**config.mk**
```make
export PLATFORM = sky130hd
export DESIGN_NAME = mul_share_arbiter_flat
export DESIGN_NICKNAME = d
export VERILOG_FILES = /design/src/rtl/mul_share_arbiter_if.sv /design/src/rtl/mul_share_arbiter.sv /design/src/flat_wrapper.sv
export SDC_FILE = /design/constraint.sdc
export NUM_CORES = 1
export LEC_CHECK = 0
export ABC_AREA = 1
export CAP_MARGIN = 5
export CORE_ASPECT_RATIO = 1.25
export CORE_UTILIZATION = 37
export DETAILED_ROUTE_END_ITERATION = 10
export GPL_TIMING_DRIVEN = 0
export PLACE_DENSITY_LB_ADDON = 0.12
export SETUP_SLACK_MARGIN = 0.4
export SLEW_MARGIN = 20
export SYNTH_ARGS = -nofsm -noshare
export SYNTH_HDL_FRONTEND = slang
export SYNTH_SLANG_ARGS = --single-unit
export TNS_END_PERCENT = 20
```
**constraint.sdc**
```tcl
create_clock -name clk -period 3.5 [get_ports clk]
set_input_delay 1.05 -clock clk [delete_from_list [all_inputs] [get_ports clk]]
set_output_delay 1.05 -clock clk [all_outputs]
set_load 0.01 [all_outputs]
```
**src/rtl/mul_share_arbiter_if.sv**
```systemverilog
// Requester-side bus of the shared multiplier arbiter: operand requests in,
// grants and tagged products out.
interface mul_share_arbiter_if #(
  parameter int N_REQ = 4,
  parameter int W     = 8
) ();
  localparam int ID_W = $clog2(N_REQ);

  logic [N_REQ-1:0]   req_valid;
  logic [N_REQ*W-1:0] req_a;
  logic [N_REQ*W-1:0] req_b;
  logic [N_REQ-1:0]   req_ready;
  logic               rsp_valid;
  logic [ID_W-1:0]    rsp_id;
  logic [2*W-1:0]     rsp_data;

  modport master (
    output req_valid, req_a, req_b,
    input  req_ready, rsp_valid, rsp_id, rsp_data
  );

  modport slave (
    input  req_valid, req_a, req_b,
    output req_ready, rsp_valid, rsp_id, rsp_data
  );
endinterface

```
**src/rtl/mul_share_arbiter.sv**
```systemverilog
// Round-robin arbiter time-sharing one pipelined multiplier among N_REQ
// requesters; a tag pipe tracks the owner of each in-flight product.
module mul_share_arbiter #(
  parameter int N_REQ   = 4,
  parameter int W       = 8,
  parameter int MUL_LAT = 2
) (
  input  logic               clk,
  input  logic               reset,
  input  logic               en,
  mul_share_arbiter_if.slave bus,
  output logic               mul_reset,
  output logic [W-1:0]       mul_a,
  output logic [W-1:0]       mul_b,
  input  logic [2*W-1:0]     mul_p,
  output logic               busy
);
  localparam int ID_W = $clog2(N_REQ);

  logic [ID_W-1:0]    ptr_r;
  logic [ID_W-1:0]    grant_id_s;
  logic               grant_found_s;
  logic               grant_valid_s;
  logic               hs_s;
  logic [MUL_LAT-1:0] tag_valid_r;
  logic [ID_W-1:0]    tag_id_r [MUL_LAT];
  logic               rsp_valid_r;
  logic [ID_W-1:0]    rsp_id_r;
  logic [2*W-1:0]     rsp_data_r;
  logic               busy_r;

  // Index base+off modulo N_REQ; off is always below N_REQ.
  function automatic logic [ID_W-1:0] rot_idx(input logic [ID_W-1:0] base, input int off);
    int sum;
    sum = int'(base) + off;
    if (sum >= N_REQ) begin
      sum = sum - N_REQ;
    end else begin
      sum = sum;
    end
    return ID_W'(sum);
  endfunction

  assign mul_reset     = ~reset;
  assign grant_valid_s = reset & en & grant_found_s;
  assign hs_s          = |(bus.req_ready & bus.req_valid);
  assign bus.rsp_valid = rsp_valid_r;
  assign bus.rsp_id    = rsp_id_r;
  assign bus.rsp_data  = rsp_data_r;
  assign busy          = busy_r;

  // Round-robin search from ptr; scanning downwards lets the nearest valid win.
  always_comb begin
    grant_found_s = 1'b0;
    grant_id_s    = '0;
    for (int k = N_REQ - 1; k >= 0; k--) begin
      if (bus.req_valid[rot_idx(ptr_r, k)]) begin
        grant_found_s = 1'b1;
        grant_id_s    = rot_idx(ptr_r, k);
      end else begin
        grant_found_s = grant_found_s;
      end
    end
  end

  // Grant vector and operand mux towards the multiplier.
  always_comb begin
    bus.req_ready = '0;
    mul_a         = '0;
    mul_b         = '0;
    if (grant_valid_s) begin
      bus.req_ready[grant_id_s] = 1'b1;
      mul_a = bus.req_a[int'(grant_id_s)*W +: W];
      mul_b = bus.req_b[int'(grant_id_s)*W +: W];
    end else begin
      bus.req_ready = '0;
    end
  end

  // Pointer, owner tag pipe, response register and busy flag.
  always_ff @(posedge clk) begin
    if (!reset) begin
      ptr_r       <= '0;
      tag_valid_r <= '0;
      for (int i = 0; i < MUL_LAT; i++) begin
        tag_id_r[i] <= '0;
      end
      rsp_valid_r <= 1'b0;
      rsp_id_r    <= '0;
      rsp_data_r  <= '0;
      busy_r      <= 1'b0;
    end else begin
      if (hs_s) begin
        ptr_r <= rot_idx(grant_id_s, 1);
      end else begin
        ptr_r <= ptr_r;
      end
      tag_valid_r[0] <= hs_s;
      tag_id_r[0]    <= grant_id_s;
      for (int i = 1; i < MUL_LAT; i++) begin
        tag_valid_r[i] <= tag_valid_r[i-1];
        tag_id_r[i]    <= tag_id_r[i-1];
      end
      rsp_valid_r <= tag_valid_r[MUL_LAT-1];
      if (tag_valid_r[MUL_LAT-1]) begin
        rsp_id_r   <= tag_id_r[MUL_LAT-1];
        rsp_data_r <= mul_p;
      end else begin
        rsp_id_r   <= rsp_id_r;
        rsp_data_r <= rsp_data_r;
      end
      // The op leaving the last stage counts until its response cycle ends.
      busy_r <= hs_s | (|tag_valid_r);
    end
  end
endmodule

```
**src/flat_wrapper.sv**
```systemverilog
// flat-port wrapper written by rule: the top's interface ports become plain ports
module mul_share_arbiter_flat 
#(
  parameter int N_REQ   = 4,
  parameter int W       = 8,
  parameter int MUL_LAT = 2
)
  (clk, reset, en, mul_reset, mul_a, mul_b, mul_p, busy, bus_req_valid, bus_req_a, bus_req_b, bus_req_ready, bus_rsp_valid, bus_rsp_id, bus_rsp_data);
  mul_share_arbiter_if #(.N_REQ(N_REQ), .W(W)) bus_i ();
  input  logic clk;
  input  logic reset;
  input  logic en;
  output logic mul_reset;
  output logic [W-1:0] mul_a;
  output logic [W-1:0] mul_b;
  input  logic [2*W-1:0] mul_p;
  output logic busy;
  input wire logic [$bits(bus_i.req_valid)-1:0] bus_req_valid;
  input wire logic [$bits(bus_i.req_a)-1:0] bus_req_a;
  input wire logic [$bits(bus_i.req_b)-1:0] bus_req_b;
  output wire logic [$bits(bus_i.req_ready)-1:0] bus_req_ready;
  output wire logic [$bits(bus_i.rsp_valid)-1:0] bus_rsp_valid;
  output wire logic [$bits(bus_i.rsp_id)-1:0] bus_rsp_id;
  output wire logic [$bits(bus_i.rsp_data)-1:0] bus_rsp_data;
  assign bus_i.req_valid = bus_req_valid;
  assign bus_i.req_a = bus_req_a;
  assign bus_i.req_b = bus_req_b;
  assign bus_req_ready = bus_i.req_ready;
  assign bus_rsp_valid = bus_i.rsp_valid;
  assign bus_rsp_id = bus_i.rsp_id;
  assign bus_rsp_data = bus_i.rsp_data;
  mul_share_arbiter #(.N_REQ(N_REQ), .W(W), .MUL_LAT(MUL_LAT)) u_core (.clk(clk), .reset(reset), .en(en), .bus(bus_i), .mul_reset(mul_reset), .mul_a(mul_a), .mul_b(mul_b), .mul_p(mul_p), .busy(busy));
endmodule
```
==> metrics.txt, run 1 <==
status=finished with violations; failing checks=negative setup slack; final estimated routing congestion in global placement=0.867; count of different cell masters after synthesis=19; ys async rst share=0; Comb pwr share=0.592; worst r2r src=u_core.ptr_r[0]; CTS tree=yes; ys flop type=dfxtp_1; R2R cell count=10; slew margin rel.=0.724; Req. time, crit path=2.45 ns; Die Ht=83.8 um; Clock Latency Late Sink=0.27 ns; final worst slack=-0.0481 ns; via/cell ratio=4.94; I/O pin count=128; setup violators final=12; DP Worst Slack=-1.10 ns; core area=5120 um^2; Port Buf Inserts=127; CP Launch Point=bus_req_valid[0]; Max Freq=282 MHz; Fill cells=403; Endpoint, Worst Hold=u_core.tag_id_r[1][1]; Seq pwr share=0.264; Yosys reg bits=28; leakage=1.89 nW; Post-Syn Instances=340; Max FO, Critical Path=10; most common library cells after synthesis=nand2_1 (68), inv_1 (62), nand3_1 (53); placed cell area=3450 um^2; worst min path class=flip-flop to flip-flop; share of layout cells above drive strength 1=0.263; first-pass GRT wire length=11100 um; clock power share=0.144; TritonCTS Buffers=3; area of the multi-input gates=1370 um^2; hold path cells=2; synth top area cells=dfxtp_1 (28%), nand3_1 (13%), nand2_1 (13%); Layout Utilization=0.766; Post-synth EDFFs=0; initial antenna violation count=0; worst slew pin tran=0.414 ns; skew final=0.00392 ns; Slew Limit Fails=0; Nets=574; register area=562 um^2; remaining antenna violation count after routing=0; Longest Clk Path Bufs=2; total length of routed wires=7300 um; largest net degree at the start of global routing=16; Final Cell Area=3920 um^2; DRC=0; Syn. warnings=0; Hold Crit Start=u_core.tag_id_r[0][1]; clock sink total=28; Root Driver=clkbuf_8; Synth area leader=dfxtp_1; synth-to-layout area growth=98.2%; Yosys top cell area share=0.283; unrepaired setup endpoints after global routing=yes; die area=5640 um^2; maximum vdd drop=185 uV; Syn Nets=427; power per cell area=342 nW/um^2; # hold bufs at CTS=0; max cap viols=0; Final Hold Fails=0; register area share after synthesis=0.283; switching part of the total=0.373; WS Path Type=input pin to output port; clock slew at reported path FFs=0.09 ns; CTS HTree Levels=1; number of global-route vias before repair=2536; Overflow after GRT=0; Critical Path Sink Type=output port; via count=2707; 1st-pass router iterations=4; fin crit share=1.01; Die X=67.4 um; WL/cell=13.3 um; row count=29; Netlist Area Pre-Place=1980 um^2; crit path DAT=2.50 ns; Int Power=0.840 mW; DR iter-0 viols=115; Starting Density=0.387; HPWL Detailed=5050 um; reg2reg setup slack=1.59 ns; ANT cells=0; Final min period=3.55 ns; syn_area_per_cell=5.82 um^2; CP Launch Type=input pin; gr usage total=0.251; most common cell in the synthesized netlist=nand2_1; Net Sw Power=0.501 mW; r2r endpoint=u_core.ptr_r[1]
cell type report:
cell class	count	area share
clock buffer	4	0.0140
sequential	28	0.143
multi-input combinational	230	0.348
timing repair buffer	142	0.362
buffer	19	0.0482
tap	62	0.0198
inverter	63	0.0641
worst max-delay path: stages:
cell and delay [ns]:
buf_6 0.10, nand2_1 0.10, o21ai_4 0.08, nand2_2 0.11, nand3_4 0.11, nand2_4 0.09, nand2_4 0.08, buf_12 0.16
buf_8 0.14, nand3_1 0.08, nand3_1 0.09, a21oi_2 0.16, buf_2 0.15
cell usage in the layout (no fill, tap or decap), types with 16 or more instances in the layout:
master / count
clkdlybuf4s50_1: 102
inv_1: 55
nand2_1: 52
nor2_1: 43
nand3_1: 34
dfxtp_1: 27
buf_2: 19
o21ai_0: 19
nand3_2: 18
nand3b_1: 16
a21oi_2: 16
power groups by stage:
stage	logic [mW]	clock network (mW)	registers, mW
after detailed placement	0.600	0	0.361
after CTS	0.712	0.198	0.354
after floorplan	0.347	0	0.364
final	0.794	0.193	0.354
after global routing	0.848	0.212	0.357
after global placement	0.593	0	0.359
logic make-up (layout without fill, tap and decap cells):
kind of cell / after synthesis / count (layout) / share of synthesized area
DFF: 28 / 28 / 0.283
and+or+nand+nor: 188 / 188 / 0.433
buffers and inverters: 82 / 228 / 0.175
AOI/OAI and AO/OA: 42 / 42 / 0.109
layer usage:
metal  GRT usage  up-vias  wire (um)
met4      0.0909        0        137
met1       0.259     1221       2650
met3      0.0615       14        576
met5           0        -          0
met2       0.466      120       3940
li1            -     1352          -
worst max path at each step:
stage	to	slack, ns	cells after the start
2_1_floorplan	mul_a[0]	0.35	12
3_3_place_gp	mul_b[6]	-1.12	9
3_5_place_dp	bus_req_ready[0]	-1.10	10
4_1_cts	mul_b[6]	0.003	14
6_report	mul_b[3]	-0.05	13
5_1_grt	mul_a[5]	-0.11	13
through the flow:
step / cells / power (mW) / hold slack (ns) / TNS (ns)
after floorplan: 340 / 0.712 / 0.390 / 0
after global placement: 529 / 0.952 / 0.397 / -20.66
after detailed placement: 529 / 0.961 / 0.402 / -20.54
after CTS: 543 / 1.26 / 0.417 / 0
after global routing: 548 / 1.42 / 0.438 / -1.39
final: 548 / 1.34 / 0.422 / -0.222
flip-flops by register name, summed over array words and instances, names as in the netlist:
signal	cells
u_core.ptr_r	2
u_core.bus.rsp_data	16
u_core.bus.rsp_valid	1
u_core.tag_id_r	4
u_core.tag_valid_r	2
u_core.bus.rsp_id	2
u_core.busy	1
timing repair:
action                                  4_1_cts  5_1_grt
buffers inserted                              7        3
resized for setup                           145       30
gates cloned                                  3        2
endpoints found under the setup margin       21       21
pin swaps                                    32       23
Power figures use the tool's default switching activity.
==> inputs of run 2 (changes only) <==
--- a/config.mk
+++ b/config.mk
@@ -7,8 +7,11 @@
 export LEC_CHECK = 0
 export ABC_AREA = 1
 export CAP_MARGIN = 5
+export CELL_PAD_IN_SITES_DETAIL_PLACEMENT = 0
+export CELL_PAD_IN_SITES_GLOBAL_PLACEMENT = 2
 export CORE_ASPECT_RATIO = 1.25
-export CORE_UTILIZATION = 37
+export CORE_MARGIN = 4
+export CORE_UTILIZATION = 17
 export DETAILED_ROUTE_END_ITERATION = 10
 export GPL_TIMING_DRIVEN = 0
 export PLACE_DENSITY_LB_ADDON = 0.12
==> run 2 against run 1 <==
  * The run now ends clean
  * Sequential share of layout area down 0.66 points
  * Cell count up 14%
  * Fmax up 1.5%
  * Critical path type unchanged
  * Highest routed layer unchanged
  * Combinational power up 3.1%
  * Register-to-register slack better by 0.07 ns
  * Worst hold slack worse by 0.010 ns
  * Sequential power about the same
  * Clock-buffer cell count unchanged
==> metrics.txt, run 2 (synthesized netlist as in run 1, its figures left out) <==
status=completed; Final min period=3.49 ns; fin crit share=0.998; CP max-delay cell=buf_12; reg2reg setup slack=1.66 ns; number of flip-flops in the largest register=16; ANT cells=0; CTS tree=yes; max cap viols=0; number of global-route vias before repair=2648; Starting Density=0.176; total length of routed wires=8520 um; Final Hold Fails=0; remaining antenna violation count after routing=0; CTS HTree Levels=1; final setup TNS=0 ns; commonest non-fill, non-tap cell in the layout=clkdlybuf4s50_1; Int Power=0.930 mW; # hold bufs at CTS=0; HPWL Detailed=6350 um; TritonCTS Buffers=3; leakage=1.91 nW; Req. time, crit path=2.45 ns; row count=43; Die X=104 um; maximum vdd drop=160 uV; DRC=0; WL/cell=13.6 um; Slew Limit Fails=0; Max Freq=286 MHz; unrepaired setup endpoints after global routing=yes; die area=13400 um^2; clock slew at reported path FFs=0.07 ns; gr usage total=0.119; Max FO, Critical Path=5; slew margin rel.=0.680; Layout Utilization=0.366; Nets=579; Longest Clk Path Bufs=2; skew final=0.00310 ns; Critical Path Sink Type=output port; Comb pwr share=0.563; Seq pwr share=0.243; share of layout cells above drive strength 1=0.273; clock power share=0.193; core area=11200 um^2; WS Path Type=input pin to output port; final estimated routing congestion in global placement=0.750; Port Buf Inserts=127; most frequent cells in the layout=clkdlybuf4s50_1 (102), inv_1 (55), nand2_1 (51), nor2_1 (42), nand3_1 (35); Total Power=1.45 mW; Clock Latency Late Sink=0.26 ns; Overflow after GRT=0; clock sink total=28; initial antenna violation count=0; synth-to-layout area growth=108%; worst min path class=flip-flop to flip-flop; Root Driver=clkbuf_16; via/cell ratio=4.09; max incr delay on CP=0.15 ns; CP cell instances=buf_8 > inv_4 > nand2_2 > nand3_2 > nand2_2 > nand3_4 > nand2_4 > nand2_8 > buf_12 > clkbuf_16 > nand3b_1 > nand3_2 > a21oi_2 > buf_2; 1st-pass router iterations=4; Die Ht=129 um; crit path DAT=2.44 ns; first-pass GRT wire length=13100 um; worst slew pin tran=0.480 ns; largest net degree at the start of global routing=16; setup violators final=0; Worst Hold Slack=0.412 ns; switching part of the total=0.360; power per cell area=354 nW/um^2; DR iter-0 viols=35; via count=2562; Net Sw Power=0.524 mW; I/O pin count=128; CP Launch Type=input pin
[run 2: cell types whose count changed in the layout (fill, tap and decap cells not counted), sizes merged]
cell	delta
buf	+5
clkbuf	-1
nand2	+1
[run 2: layout make-up]
class                           count  area [um^2]
Buffer                             19          180
Clock buffer                        4         88.8
Fill cell                        1232         7130
Inverter                           63          256
Multi-Input combinational cell    231         1390
Sequential cell                    28          562
Tap cell                          135          169
Timing Repair Buffer              146         1470
[run 2: repair_timing]
item	4_1_cts	5_1_grt
buffers inserted	14	1
resized for setup	158	25
setup endpoints to repair	21	21
endpoints found under the hold margin	0	0
pin swaps	31	23
cloned	1	4
[run 2: worst paths after layout]
check,start,endpoint,depth (start not counted)
max,bus_req_valid[0],mul_b[0],14
min,u_core.tag_id_r[0][0],u_core.tag_id_r[1][0],2
max reg2reg,u_core.ptr_r[0],u_core.ptr_r[1],11
min reg2reg,u_core.tag_id_r[0][0],u_core.tag_id_r[1][0],2
[run 2: power groups by stage]
| stage | combinational, mW | clock (mW) | sequential (mW) |
|---|---|---|---|
| final | 0.819 | 0.281 | 0.353 |
| after global routing | 0.892 | 0.306 | 0.356 |
| after CTS | 0.756 | 0.296 | 0.353 |
| after detailed placement | 0.626 | 0 | 0.360 |
| after global placement | 0.627 | 0 | 0.360 |
| after floorplan | 0.347 | 0 | 0.364 |
[run 2: metal layers]
layer	vias up	GRT usage	wire length, um
met5	-	0	0
met4	0	0.0235	105
met3	8	0.0351	662
met2	91	0.221	4310
met1	1098	0.135	3440
li1	1365	-	-
[run 2: metrics by stage]
step | std cells | setup WS (ns) | area (um^2)
finish | 626 | 0.00601 | 4110
floorplan | 340 | 0.353 | 2100
global placement | 602 | -1.28 | 3540
detailed placement | 602 | -1.31 | 3540
global route | 626 | -0.0720 | 4110
CTS | 621 | 0.00144 | 3920
[run 2: critical path: cells and delay by family]
family,cells,cell delay [ns]
simple gates,8,0.73
compound gates,1,0.13
buf+inv,5,0.54
==> variant, RTL diff (flow settings as in run 2) <==
`W` is set to 8 in 3 places; all go to 9.
--- a/src/rtl/mul_share_arbiter_if.sv
+++ b/src/rtl/mul_share_arbiter_if.sv
@@ -2,7 +2,7 @@
 // grants and tagged products out.
 interface mul_share_arbiter_if #(
   parameter int N_REQ = 4,
-  parameter int W     = 8
+  parameter int W     = 9
 ) ();
   localparam int ID_W = $clog2(N_REQ);
 
--- a/src/rtl/mul_share_arbiter.sv
+++ b/src/rtl/mul_share_arbiter.sv
@@ -2,7 +2,7 @@
 // requesters; a tag pipe tracks the owner of each in-flight product.
 module mul_share_arbiter #(
   parameter int N_REQ   = 4,
-  parameter int W       = 8,
+  parameter int W       = 9,
   parameter int MUL_LAT = 2
 ) (
   input  logic               clk,
--- a/src/flat_wrapper.sv
+++ b/src/flat_wrapper.sv
@@ -2,7 +2,7 @@
 module mul_share_arbiter_flat 
 #(
   parameter int N_REQ   = 4,
-  parameter int W       = 8,
+  parameter int W       = 9,
   parameter int MUL_LAT = 2
 )
   (clk, reset, en, mul_reset, mul_a, mul_b, mul_p, busy, bus_req_valid, bus_req_a, bus_req_b, bus_req_ready, bus_rsp_valid, bus_rsp_id, bus_rsp_data);
Ports: changed (6 resized); port bits go from 128 to 142. The function was not compared with the original's and may differ.
==> variant against run 2 <==
The run now ends with setup timing left; wire length is 7.1% higher; register-to-register slack worse by 1.5 ns; power is 26% higher; synthesized area is 11% higher; sequential cell count is 2 higher; die area is 10% higher; setup slack worse by 0.057 ns; clock skew is 0.00069 ns higher; via count is 12% higher; design area is 7.4% higher.
==> variant: results (changes against run 2) <==
| Metric | Value |
|---|---|
| Status | finished with violations (was completed) |
| Failing checks | setup timing |
| Syn_nets | 471 (was 427) |
| Setup WS post-layout | -0.05074 ns (was 0.006007 ns) |
| Ys flop type | dfxtp_1 (unchanged) |
| Area contributors post-synth | dfxtp_1 27%, nand2_1 16%, nand3_1 12% (was dfxtp_1 28%, nand3_1 13%, nand2_1 13%) |
| Met3 usage | 0.04053 (was 0.03512) |
| DP HPWL | 7.196 mm (was 6.353 mm) |
| CP arrival | 3.76 ns (was 2.44 ns) |
| Sw Ratio | 0.3430 (was 0.3603) |
| Slew margin rel. | 0.6855 (was 0.6802) |
| Clk root buf | clkbuf_16 (unchanged) |
| Met1 Usage GRT | 0.1351 (was 0.1355) |
| Lkg Pwr | 0.002138 µW (was 0.001915 µW) |
| H-tree Lvls | 2 (was 1) |
| Largest net degree at the start of global routing | 11 (was 16) |
| Clk_skew | 0.003791 ns (was 0.003099 ns) |
| All-layer global routing usage | 0.1242 (was 0.1190) |
| DP Area | 0.003919 mm² (was 0.003538 mm²) |
| Sequential Power Share | 0.206 (was 0.243) |
| Antenna diodes | 0 (unchanged) |
| Worst-path clk slew | 0.05 ns (was 0.07 ns) |
| CTS buffer count | 5 (was 3) |
| Final instance area | 0.004415 mm² (was 0.004111 mm²) |
| Syn. warnings | 0 (unchanged) |
| Number of synthesized flops with an enable pin | 0 (unchanged) |
| Clock group power | 474 µW (was 281 µW) |
| Most frequent cells after synthesis | 92 x nand2_1, 53 x inv_1, 52 x nand3_1 (was 68 x nand2_1, 62 x inv_1, 53 x nand3_1) |
| Peak VDD IR | 0.1906 mV (was 0.1596 mV) |
| # fillers | 1443 (was 1232) |
| DRT iter0 DRCs | 93 (was 35) |
| PortBufs | 140 (was 127) |
| Clock latency on the worst-skew pair | roughly 0.27 ns |
| Post-synthesis sequential area ratio | 0.2732 (was 0.2834) |
| Global-route wire length before repair | 14.75 mm (was 13.08 mm) |
| Max clock buf depth | 2 (unchanged) |
| Largest register FFs | 18 (was 16) |
| Antenna violations before repair | 0 (unchanged) |
| Worst Path Max Fanout | 6 (was 5) |
| Cell variety after synth | 20 (was 19) |
| Layout cell share with drive strength beyond 1 | 0.2878 (was 0.2729) |
| Setup Viol. Count Final | 17 (was 0) |
| GR Util met2 | 0.2308 (was 0.2209) |
| GPL Wtd Cong | 0.7304 (was 0.7500) |
| First drt pass iteration count | 4 (unchanged) |
| Hold Crit Class | flop to flop (unchanged) |
| Fin nets | 645 (was 579) |
| Via Count | 2861 (was 2562) |
| Vias in the first global route | 3036 (was 2648) |
| Final WL | 9.125 mm (was 8.518 mm) |
| Share of async-settable or async-resettable flops after synthesis | 0 (unchanged) |
-- variant: changes by cell type in the layout (fill, tap and decap cells not counted), sizes merged, moves of 5 or more --
cell           change
nand3b            -16
nand2             +35
inv                -8
nand3              +6
buf               +14
nor2               +5
clkdlybuf4s50     +12
-- variant: cells by family after synthesis --
kind of cell | share of synthesized area
AOI/OAI and AO/OA | 0.1110
and+or+nand+nor | 0.4610
DFF | 0.2732
buffers and inverters | 0.1548
-- variant: path summary, 6_finish.rpt --
path / start / endpoint / slack (ns) / cells past startpoint
worst max register to register: u_core.ptr_r[0] / u_core.tag_id_r[0][0] / 0.20 / 26
worst max-delay path: bus_req_valid[2] / u_core.tag_id_r[0][0] / -0.05 / 26
worst min register to register: u_core.tag_id_r[0][0] / u_core.tag_id_r[1][0] / 0.41 / 2
worst min-delay path: u_core.tag_id_r[0][0] / u_core.tag_id_r[1][0] / 0.41 / 2
-- variant: routing by layer --
layer | share of wire | up-vias
met3 | 0.092 | 7
met1 | 0.38 | 1253
met4 | 0.012 | 0
li1 | - | 1511
met2 | 0.51 | 90
met5 | 0 | -
-- variant: final cells by class --
type                            count  area share
Timing Repair Buffer              167      0.3534
Multi-Input combinational cell    265      0.3199
Sequential cell                    30      0.1360
Buffer                             24     0.05526
Inverter                           55     0.05044
Tap cell                          168     0.04761
Clock buffer                        5     0.02834
Clock inverter                      3    0.009068
-- variant: critical path, cell delays in order --
cell	delay [ns]
buf_8	0.10
inv_6	0.04
nand2_4	0.04
nand3_2	0.08
nand2_2	0.08
inv_2	0.05
nor2_2	0.03
nor2_2	0.13
nand2_4	0.09
nand2_4	0.11
buf_12	0.14
clkinvlp_4	0.15
buf_6	0.14
buf_4	0.12
buf_4	0.12
buf_4	0.12
buf_4	0.12
buf_4	0.12
buf_4	0.12
buf_4	0.12
buf_4	0.12
buf_4	0.12
buf_4	0.12
buf_4	0.12
buf_4	0.12
nor2_1	0.07
-- variant: metrics by stage --
| step | total power (µW) | std cells | TNS, ns | setup WS [ns] |
|---|---|---|---|---|
| 6_report | 1836 | 717 | -0.3123 | -0.05074 |
| 5_1_grt | 1980 | 717 | -2.785 | -0.1715 |
| 4_1_cts | 1848 | 715 | -0.3519 | -0.04864 |
| 3_5_place_dp | 1173 | 682 | -23.08 | -1.100 |
| 3_3_place_gp | 1173 | 682 | -23.15 | -1.112 |
| 2_1_floorplan | 851.2 | 374 | 0 | 0.2906 |
-- variant: what timing repair did --
item                                    4_1_cts  5_1_grt
cloned                                        1        0
hold endpoints to repair                      0        0
endpoints found under the setup margin       23       23
buffers inserted                             24        2
gates resized for setup                     162        9
hold buffers                                  0        0
pin swaps                                    29       11
